`src/rtl/sevenseg_pkg.sv`:
```
// Shared constants for the seven-segment scan driver: segment patterns (a..g, active low)
// and the output polarity values used by the decoder and the scan top.
package sevenseg_pkg;

  localparam logic [0:6] SEG_0   = 7'b000_0001;
  localparam logic [0:6] SEG_1   = 7'b100_1111;
  localparam logic [0:6] SEG_2   = 7'b001_0010;
  localparam logic [0:6] SEG_3   = 7'b000_0110;
  localparam logic [0:6] SEG_4   = 7'b100_1100;
  localparam logic [0:6] SEG_5   = 7'b010_0100;
  localparam logic [0:6] SEG_6   = 7'b010_0000;
  localparam logic [0:6] SEG_7   = 7'b000_1111;
  localparam logic [0:6] SEG_8   = 7'b000_0000;
  localparam logic [0:6] SEG_9   = 7'b000_0100;
  localparam logic [0:6] SEG_A   = 7'b000_1000;
  localparam logic [0:6] SEG_B   = 7'b110_0000;
  localparam logic [0:6] SEG_C   = 7'b011_0001;
  localparam logic [0:6] SEG_D   = 7'b100_0010;
  localparam logic [0:6] SEG_E   = 7'b011_0000;
  localparam logic [0:6] SEG_F   = 7'b011_1000;
  localparam logic [0:6] SEG_OFF = 7'b111_1111;

  localparam logic AN_ON  = 1'b0;
  localparam logic AN_OFF = 1'b1;
  localparam logic DP_ON  = 1'b0;
  localparam logic DP_OFF = 1'b1;

endpackage

```
`src/rtl/sevenseg_hex_decoder.sv`:
```
// Combinational hex nibble to active-low seven-segment pattern (bit 0 = segment a).
module sevenseg_hex_decoder
  import sevenseg_pkg::*;
(
  input  logic [3:0] digit,
  output logic [0:6] seg
);

  always_comb begin
    seg = SEG_OFF;
    case (digit)
      4'h0: seg = SEG_0;
      4'h1: seg = SEG_1;
      4'h2: seg = SEG_2;
      4'h3: seg = SEG_3;
      4'h4: seg = SEG_4;
      4'h5: seg = SEG_5;
      4'h6: seg = SEG_6;
      4'h7: seg = SEG_7;
      4'h8: seg = SEG_8;
      4'h9: seg = SEG_9;
      4'hA: seg = SEG_A;
      4'hB: seg = SEG_B;
      4'hC: seg = SEG_C;
      4'hD: seg = SEG_D;
      4'hE: seg = SEG_E;
      4'hF: seg = SEG_F;
      default: seg = SEG_OFF;
    endcase
  end

endmodule

```
`src/rtl/sevenseg_scan_driver.sv`:
```
// Multiplexed seven-segment scan driver with frame-synchronous shadow capture.
// Define SEVENSEG_LZB_EN to blank leading zero digits above the most significant nonzero nibble.
module sevenseg_scan_driver
  import sevenseg_pkg::*;
#(
  parameter int NUM_DIGITS  = 4,
  parameter int REFRESH_DIV = 100000
) (
  input  logic                    clk,
  input  logic                    rst,
  input  logic                    en,
  input  logic [4*NUM_DIGITS-1:0] val,
  input  logic [NUM_DIGITS-1:0]   dp_in,
  input  logic [NUM_DIGITS-1:0]   blank,
  output logic [0:6]              seg,
  output logic                    dp,
  output logic [NUM_DIGITS-1:0]   an
);

  localparam int CNT_W = $clog2(REFRESH_DIV);
  localparam int IDX_W = (NUM_DIGITS > 1) ? $clog2(NUM_DIGITS) : 1;
  localparam logic [CNT_W-1:0] CNT_LAST = CNT_W'(REFRESH_DIV - 1);
  localparam logic [IDX_W-1:0] IDX_LAST = IDX_W'(NUM_DIGITS - 1);

  logic [CNT_W-1:0]        cnt;
  logic [IDX_W-1:0]        idx;
  logic [4*NUM_DIGITS-1:0] sh_val;
  logic [NUM_DIGITS-1:0]   sh_dp;
  logic [NUM_DIGITS-1:0]   sh_blank;

  logic                    slot_end;
  logic                    frame_wrap;
  logic [3:0]              nibble;
  logic                    cur_dp;
  logic                    cur_blank;
  logic                    lz_blank;
  logic                    digit_off;
  logic [NUM_DIGITS-1:0]   an_next;
  logic [0:6]              dec_seg;

  assign slot_end   = (cnt == CNT_LAST);
  assign frame_wrap = slot_end && (idx == IDX_LAST);

  // Counter, index and shadow all freeze together while en is low.
  always_ff @(posedge clk) begin
    if (rst) begin
      cnt      <= '0;
      idx      <= '0;
      sh_val   <= '0;
      sh_dp    <= '0;
      sh_blank <= '0;
    end else if (en) begin
      if (slot_end) begin
        cnt <= '0;
        idx <= (idx == IDX_LAST) ? '0 : idx + 1'b1;
      end else begin
        cnt <= cnt + 1'b1;
      end
      if (frame_wrap) begin
        sh_val   <= val;
        sh_dp    <= dp_in;
        sh_blank <= blank;
      end
    end
  end

  // Select the active digit's shadow data; only the shadow ever feeds the display.
  always_comb begin
    nibble    = 4'h0;
    cur_dp    = 1'b0;
    cur_blank = 1'b0;
    an_next   = {NUM_DIGITS{AN_OFF}};
    for (int i = 0; i < NUM_DIGITS; i++) begin
      if (idx == IDX_W'(i)) begin
        nibble     = sh_val[4*i +: 4];
        cur_dp     = sh_dp[i];
        cur_blank  = sh_blank[i];
        an_next[i] = AN_ON;
      end
    end
  end

`ifdef SEVENSEG_LZB_EN
  logic [IDX_W-1:0] lead;

  // Digit 0 can never exceed lead, so it is never blanked by this rule.
  always_comb begin
    lead = '0;
    for (int i = 0; i < NUM_DIGITS; i++) begin
      if (sh_val[4*i +: 4] != 4'h0) lead = IDX_W'(i);
    end
    lz_blank = (idx > lead);
  end
`else
  assign lz_blank = 1'b0;
`endif

  assign digit_off = cur_blank || lz_blank;

  sevenseg_hex_decoder u_dec (
    .digit (nibble),
    .seg   (dec_seg)
  );

  always_ff @(posedge clk) begin
    if (rst || !en || digit_off) begin
      seg <= SEG_OFF;
      dp  <= DP_OFF;
      an  <= {NUM_DIGITS{AN_OFF}};
    end else begin
      seg <= dec_seg;
      dp  <= cur_dp ? DP_ON : DP_OFF;
      an  <= an_next;
    end
  end

endmodule

```
`config.mk`:
```
export PLATFORM = sky130hd
export DESIGN_NAME = sevenseg_scan_driver
export DESIGN_NICKNAME = d
export VERILOG_FILES = /design/src/rtl/sevenseg_pkg.sv /design/src/rtl/sevenseg_hex_decoder.sv /design/src/rtl/sevenseg_scan_driver.sv
export SDC_FILE = /design/constraint.sdc
export NUM_CORES = 1
export LEC_CHECK = 0
export ABC_AREA = 1
export BUFFER_PORTS_ARGS = -buffer_cell sky130_fd_sc_hd__buf_2
export CORE_MARGIN = 1
export CORE_UTILIZATION = 40
export CTS_BUF_LIST = sky130_fd_sc_hd__clkbuf_8
export DETAILED_ROUTE_END_ITERATION = 12
export SLEW_MARGIN = 10
export SYNTH_ARGS = -nofsm -noshare
export SYNTH_HDL_FRONTEND = slang
export SYNTH_SLANG_ARGS = --single-unit
```
`constraint.sdc`:
```
create_clock -name clk -period 2.7 [get_ports clk]
set_clock_uncertainty 0.1 [all_clocks]
set_input_delay 0 -clock clk [delete_from_list [all_inputs] [get_ports clk]]
set_output_delay 0 -clock clk [all_outputs]
set_load 0.02 [all_outputs]
```
# Word level (Yosys, flattened, before mapping)
# Memories as Yosys holds them, arrays and structs flattened. A register that Yosys moved wholly into a read port is not among the register bits.
# Cells that the tools add are included.
[op_classes] add_sub_neg=2 n_reduce_logical=7 mux=19 eq_ne=4
[op_table] op="$add 17x1->17 const B" n=1
[op_table] op="$eq 17x17->1 const B" n=1
[op_table] op="$mux 17" n=1
[op_table] op="$mux 4" n=4
[op_table] op="$mux 1" n=13
[op_table] op="$eq 2x2->1 const B" n=2
[op_table] op="$reduce_and 2->1" n=2
[op_table] op="$add 2x1->2 const B" n=1
[op_table] op="$eq 2x1->1 const B" n=1
[op_table] op="$logic_not 2->1" n=1
[op_table] op="$logic_or 1x1->1" n=2
[op_table] op="$mux 2" n=1
[op_table] op="$logic_and 1x1->1" n=1
[op_table] op="$logic_not 1->1" n=1
[word_totals] mem_bits_ro=112 inputBits=27 mem_count=1 register_bits=48 word_cells=40 output_inout_bits=12
[memory_table] memory="(name not given)" words=16 width=7 rd=1 rd_ports_with_merged_regs=1 wr=0 line_no="sevenseg_hex_decoder.sv:11" text="case (digit)"

# Logic depth before layout (Yosys ltp)
[logic_depth] word_depth=6 ltp_mapped=14 ltp_nobuf=13

# Cells and area by module
# From an unflattened synthesis, not the netlist that was laid out.
[unflattened] hier_cells=413 hier_area_um2=2763.9
[modules_own_cells] module="sevenseg_scan_driver" cells_each=364 seq_area_each_um2=1101.1 area_each_um2=2489.9 instances=1
[modules_own_cells] module="sevenseg_hex_decoder" cells_each=49 seq_area_each_um2=0.0 area_each_um2=274.0 instances=1

# Worst setup path after synthesis
# No wires, ideal clock.
[synth_timing] path_type="reg2reg" start="register idx[1]" end="register seg[0] in the netlist's numbering" setup_slack_ns=0.787 required_ns=2.476 t_arrival_ns=1.689 path_buffers=1 period_less_slack_ns=1.913 stages_incl_launch_ff=15 setup_time_ns=0.124 path_cell_list="dfxtp_1 -> inv_1 -> ha_1 -> inv_1 -> buf_6 -> nand2_1 -> o211ai_1 -> nand2_1 -> nand2_1 -> inv_1 -> ha_1 -> nand3_1 -> nand2_1 -> nand2_1 -> nand3_1"
[synth_via] elab_chain_len=6 word_cells_on_any_way=13 cone_classes="eq/ne: 3; mux: 8; reduce/logical: 2"
[synth_lines] element="start: declaration" line_no="sevenseg_scan_driver.sv:26" text="logic [IDX_W-1:0] idx;"
[synth_lines] element="start signal: assignment" line_no="sevenseg_scan_driver.sv:55" text="idx <= (idx == IDX_LAST) ? '0 : idx + 1'b1;"
[synth_lines] element="$logic_not 2->1" line_no="sevenseg_scan_driver.sv:74" text="if (idx == IDX_W'(i)) begin"
[synth_lines] element="$mux 1 (4 in series)" line_no="sevenseg_scan_driver.sv:74"
[synth_lines] element="$logic_or 1x1->1" line_no="sevenseg_scan_driver.sv:106" text="if (rst || !en || digit_off) begin"
[synth_lines] element="end: declaration" line_no="sevenseg_scan_driver.sv:15" text="output logic [0:6] seg,"
# Parallel ways exist; a longest one is shown, timed or not.
# A chain may end at the register's enable or synchronous reset.

# Worst setup path after layout
# Ends and elaborated chain as after synthesis.

==> impl_metrics.csv <==
group,metric,value,unit
run_status,outcome,"finished, final reports clean",
floorplan,start_util,41.7,%
global_route,grt.total_usage,17.2,%
pwr,max-vdd-ir-drop,0.000221,V
cells_and_area,antennaDiodeCount,0,
routing,routed_wl,5960,um
placement,place_inst,520,
sta,maxSlewHeadroom,71.2,%
yosys,syn-mean-instance-area,7.18,sq um
worst_setup_path,crit_type,"reg2reg",
hold_path,min-delay-start,"blank[0]",
cells_and_area,stdcell_count,555,
clocking,clock_path_buffers,2,
clocking,cts_buffers,5,
yosys,syn_inst,397,
pwr,powerDensity,450,nW/um^2
worst_setup_path,r2r-start,"idx[1]",
worst_setup_path,crit_chain,"inv_1 -> ha_1 -> inv_1 -> nand2_1 -> o211ai_1 -> nand2_1 -> nand2_1 -> inv_1 -> ha_1 -> nand3_1 -> nand2_1 -> nand2_1 -> nand3_1",
clocking,clock_latency,310,ps
routing,ant_nets,0,
yosys,synthDistinctLibCells,31,
sta,worst_pin_slew,432,ps
yosys,ys_seq_area_share,38.6,%
sta,rsz0062_at_grt,"false",
worst_setup_path,end_kind,"flip-flop",
clocking,cts_tree,"yes",
routing,via_count,2535,
yosys,ys_seq_elements,55,
global_route,gr-total-overflow,0,
sta,post-route-period-util,81.7,%
sta,holdWs,343,ps
global_route,grt_first_pass_wirelength,10300,um
worst_setup_path,critPathBufInv,3,
cells_and_area,drive_gt1_share,18.1,%
global_route,grt_max_degree,29,
routing,drt-initial-drc-count,95,
sta,finalSetupViolCount,0,
yosys,ys_warn_count,0,
flow_run,maxCapViolCount,0,
worst_setup_path,crit_top_cell,"nand2_1",
routing,drcViolationCount,0,
pwr,leakagePower,1.60,nW
placement,portBuffers,38,
floorplan,die-area,7470,sq um
cells_and_area,layout_commonest_cell,"nand2_1",
cells_and_area,final.fill_count,704,
cells_and_area,nets,496,
floorplan,ioPinCount,39,
yosys,yosys.area.top_type_share,38.6,%
yosys,yosysTopAreaCell,"dfxtp_1",
global_route,grt_pass1_vias,2323,
yosys,netlist_area,2850,sq um
yosys,synth.area.top_cells,"dfxtp_1 39%, nand2_1 11%, nor2_1 9.1%, inv_1 5.8%, nor2_2 5.5%",
cells_and_area,layout_common_cells,"80 x nand2_1, 69 x nor2_1, 55 x dfxtp_1",
floorplan,core,6830,sq um
clocking,cts-root-buf,"clkbuf_8",
worst_setup_path,cpLargestDelayFamily,"simple AND/OR/NAND/NOR gates",
worst_setup_path,max_stage_delay,370,ps
worst_setup_path,crit_path_max_fanout,11,
worst_setup_path,required,2800,ps
worst_setup_path,cp-startpoint,"idx[1]",
clocking,clk_pin_slew,100,ps
clocking,htreeDepth,2,
sta,fin_crit,2210,ps
placement,finalWeightedCongestion,0.800,
sta,final.setup.tns,0,ps
sta,final-hold-violation-count,0,
clocking,clock_sinks,55,
yosys,syn-num-nets,435,
cells_and_area,synthToLayoutAreaGrowth,21.6,%
worst_setup_path,cp-start-kind,"flip-flop",
routing,drt-pass1-iter-count,4,
floorplan,rows,30,
hold_path,hold_class,"in2reg",
routing,viasPerCell,4.57,
worst_setup_path,critPathSlowestCell,"dfxtp_1",
floorplan,die_w,86.4,um
routing,wl_per_cell,10.7,um
cells_and_area,fin_util,50.7,%
worst_setup_path,crit_arrival,2300,ps
placement,dp_hpwl,4260,um
floorplan,fp.dieH,86.4,um
pwr,total_power,1.56,mW
global_route,grt_antenna_before_repair,0,
sta,slew_violations,0,
sta,fmax,453,MHz
-- worst paths after layout --
check | slack, ps | cells after the start | end
worst max-delay path | 490 | 13 | seg[0]
worst min register to register | 410 | 2 | sh_blank[3]
worst min-delay path | 340 | 4 | sh_blank[0]
worst max register to register | 490 | 13 | seg[0]
-- layer usage --
metal / vias to the layer above / GRT usage, % / wire, um
met3: 6 / 3.33 / 198
met1: 1119 / 23.0 / 3040
met5: - / 0 / 0
met2: 38 / 28.4 / 2660
met4: 0 / 4.55 / 59
li1: 1372 / - / -
-- synthesized netlist by cell type, drive strengths merged --
cell    instances
o211ai          7
nand4           3
a211oi          1
dfxtp          55
nor3b           3
ha             11
clkbuf          2
inv            46
nand3          25
nor2           95
buf            10
xor2            5
o21bai          1
o21ai          33
a31oi           2
nor3            2
a21oi          12
nand2          84
-- registers in the layout, indices dropped and copies added, names as in the netlist --
register and flops:
sh_val 16, cnt 17, sh_dp 4, idx 2
sh_blank 4, an 4, dp 1, seg 7
-- power by group --
group	internal (mW)	total, mW	switching, mW
Sequential	0.819	0.823	0.00359
Combinational	0.0509	0.0944	0.0435
Clock	0.367	0.640	0.273
Total	1.24	1.56	0.320
-- worst reg2reg max path, stage by stage (launching register included) --
cell and delay (ps):
dfxtp_1 370, inv_1 90, ha_1 220, inv_1 230
nand2_1 90, o211ai_1 80, nand2_1 70, nand2_1 180
inv_1 110, ha_1 260, nand3_1 120, nand2_1 60
nand2_1 50, nand3_1 70
-- repair_timing --
item | 4_1_cts | 5_1_grt
hold buffers | 27 | 0
endpoints found under the hold margin | 33 | 0
setup buffers | 0 | 0
resized for setup | 0 | 0
-- through the flow --
step / setup WS [ps] / area, sq um
2_1_floorplan: 787 / 2850
3_3_place_gp: 608 / 3060
3_5_place_dp: 512 / 3060
4_1_cts: 491 / 3460
5_1_grt: 176 / 3460
6_report: 494 / 3460
-- cells by family (layout without fill, tap and decap cells) --
group	after synthesis	in the layout	share of synthesized area (%)
AOI/OAI and AO/OA	56	56	11.2
xor gates and xnor gates	5	5	1.54
adders and majority gates	11	11	4.83
buffers and inverters	58	120	9.88
DFF	55	55	38.6
and+or+nand+nor	212	212	33.9
-- area by class of cell --
class / instances / area (sq um) / share of cell area [%]
flip-flops and latches: 55 / 1100 / 31.8
multi-input cells: 284 / 1470 / 42.4
repair buffers: 66 / 468 / 13.5
clock inverters: 3 / 63.8 / 1.84
inverters: 46 / 175 / 5.06
clock buffers: 5 / 68.8 / 1.99
well taps: 96 / 120 / 3.47
No activity file was read; power rests on OpenSTA's default activity.
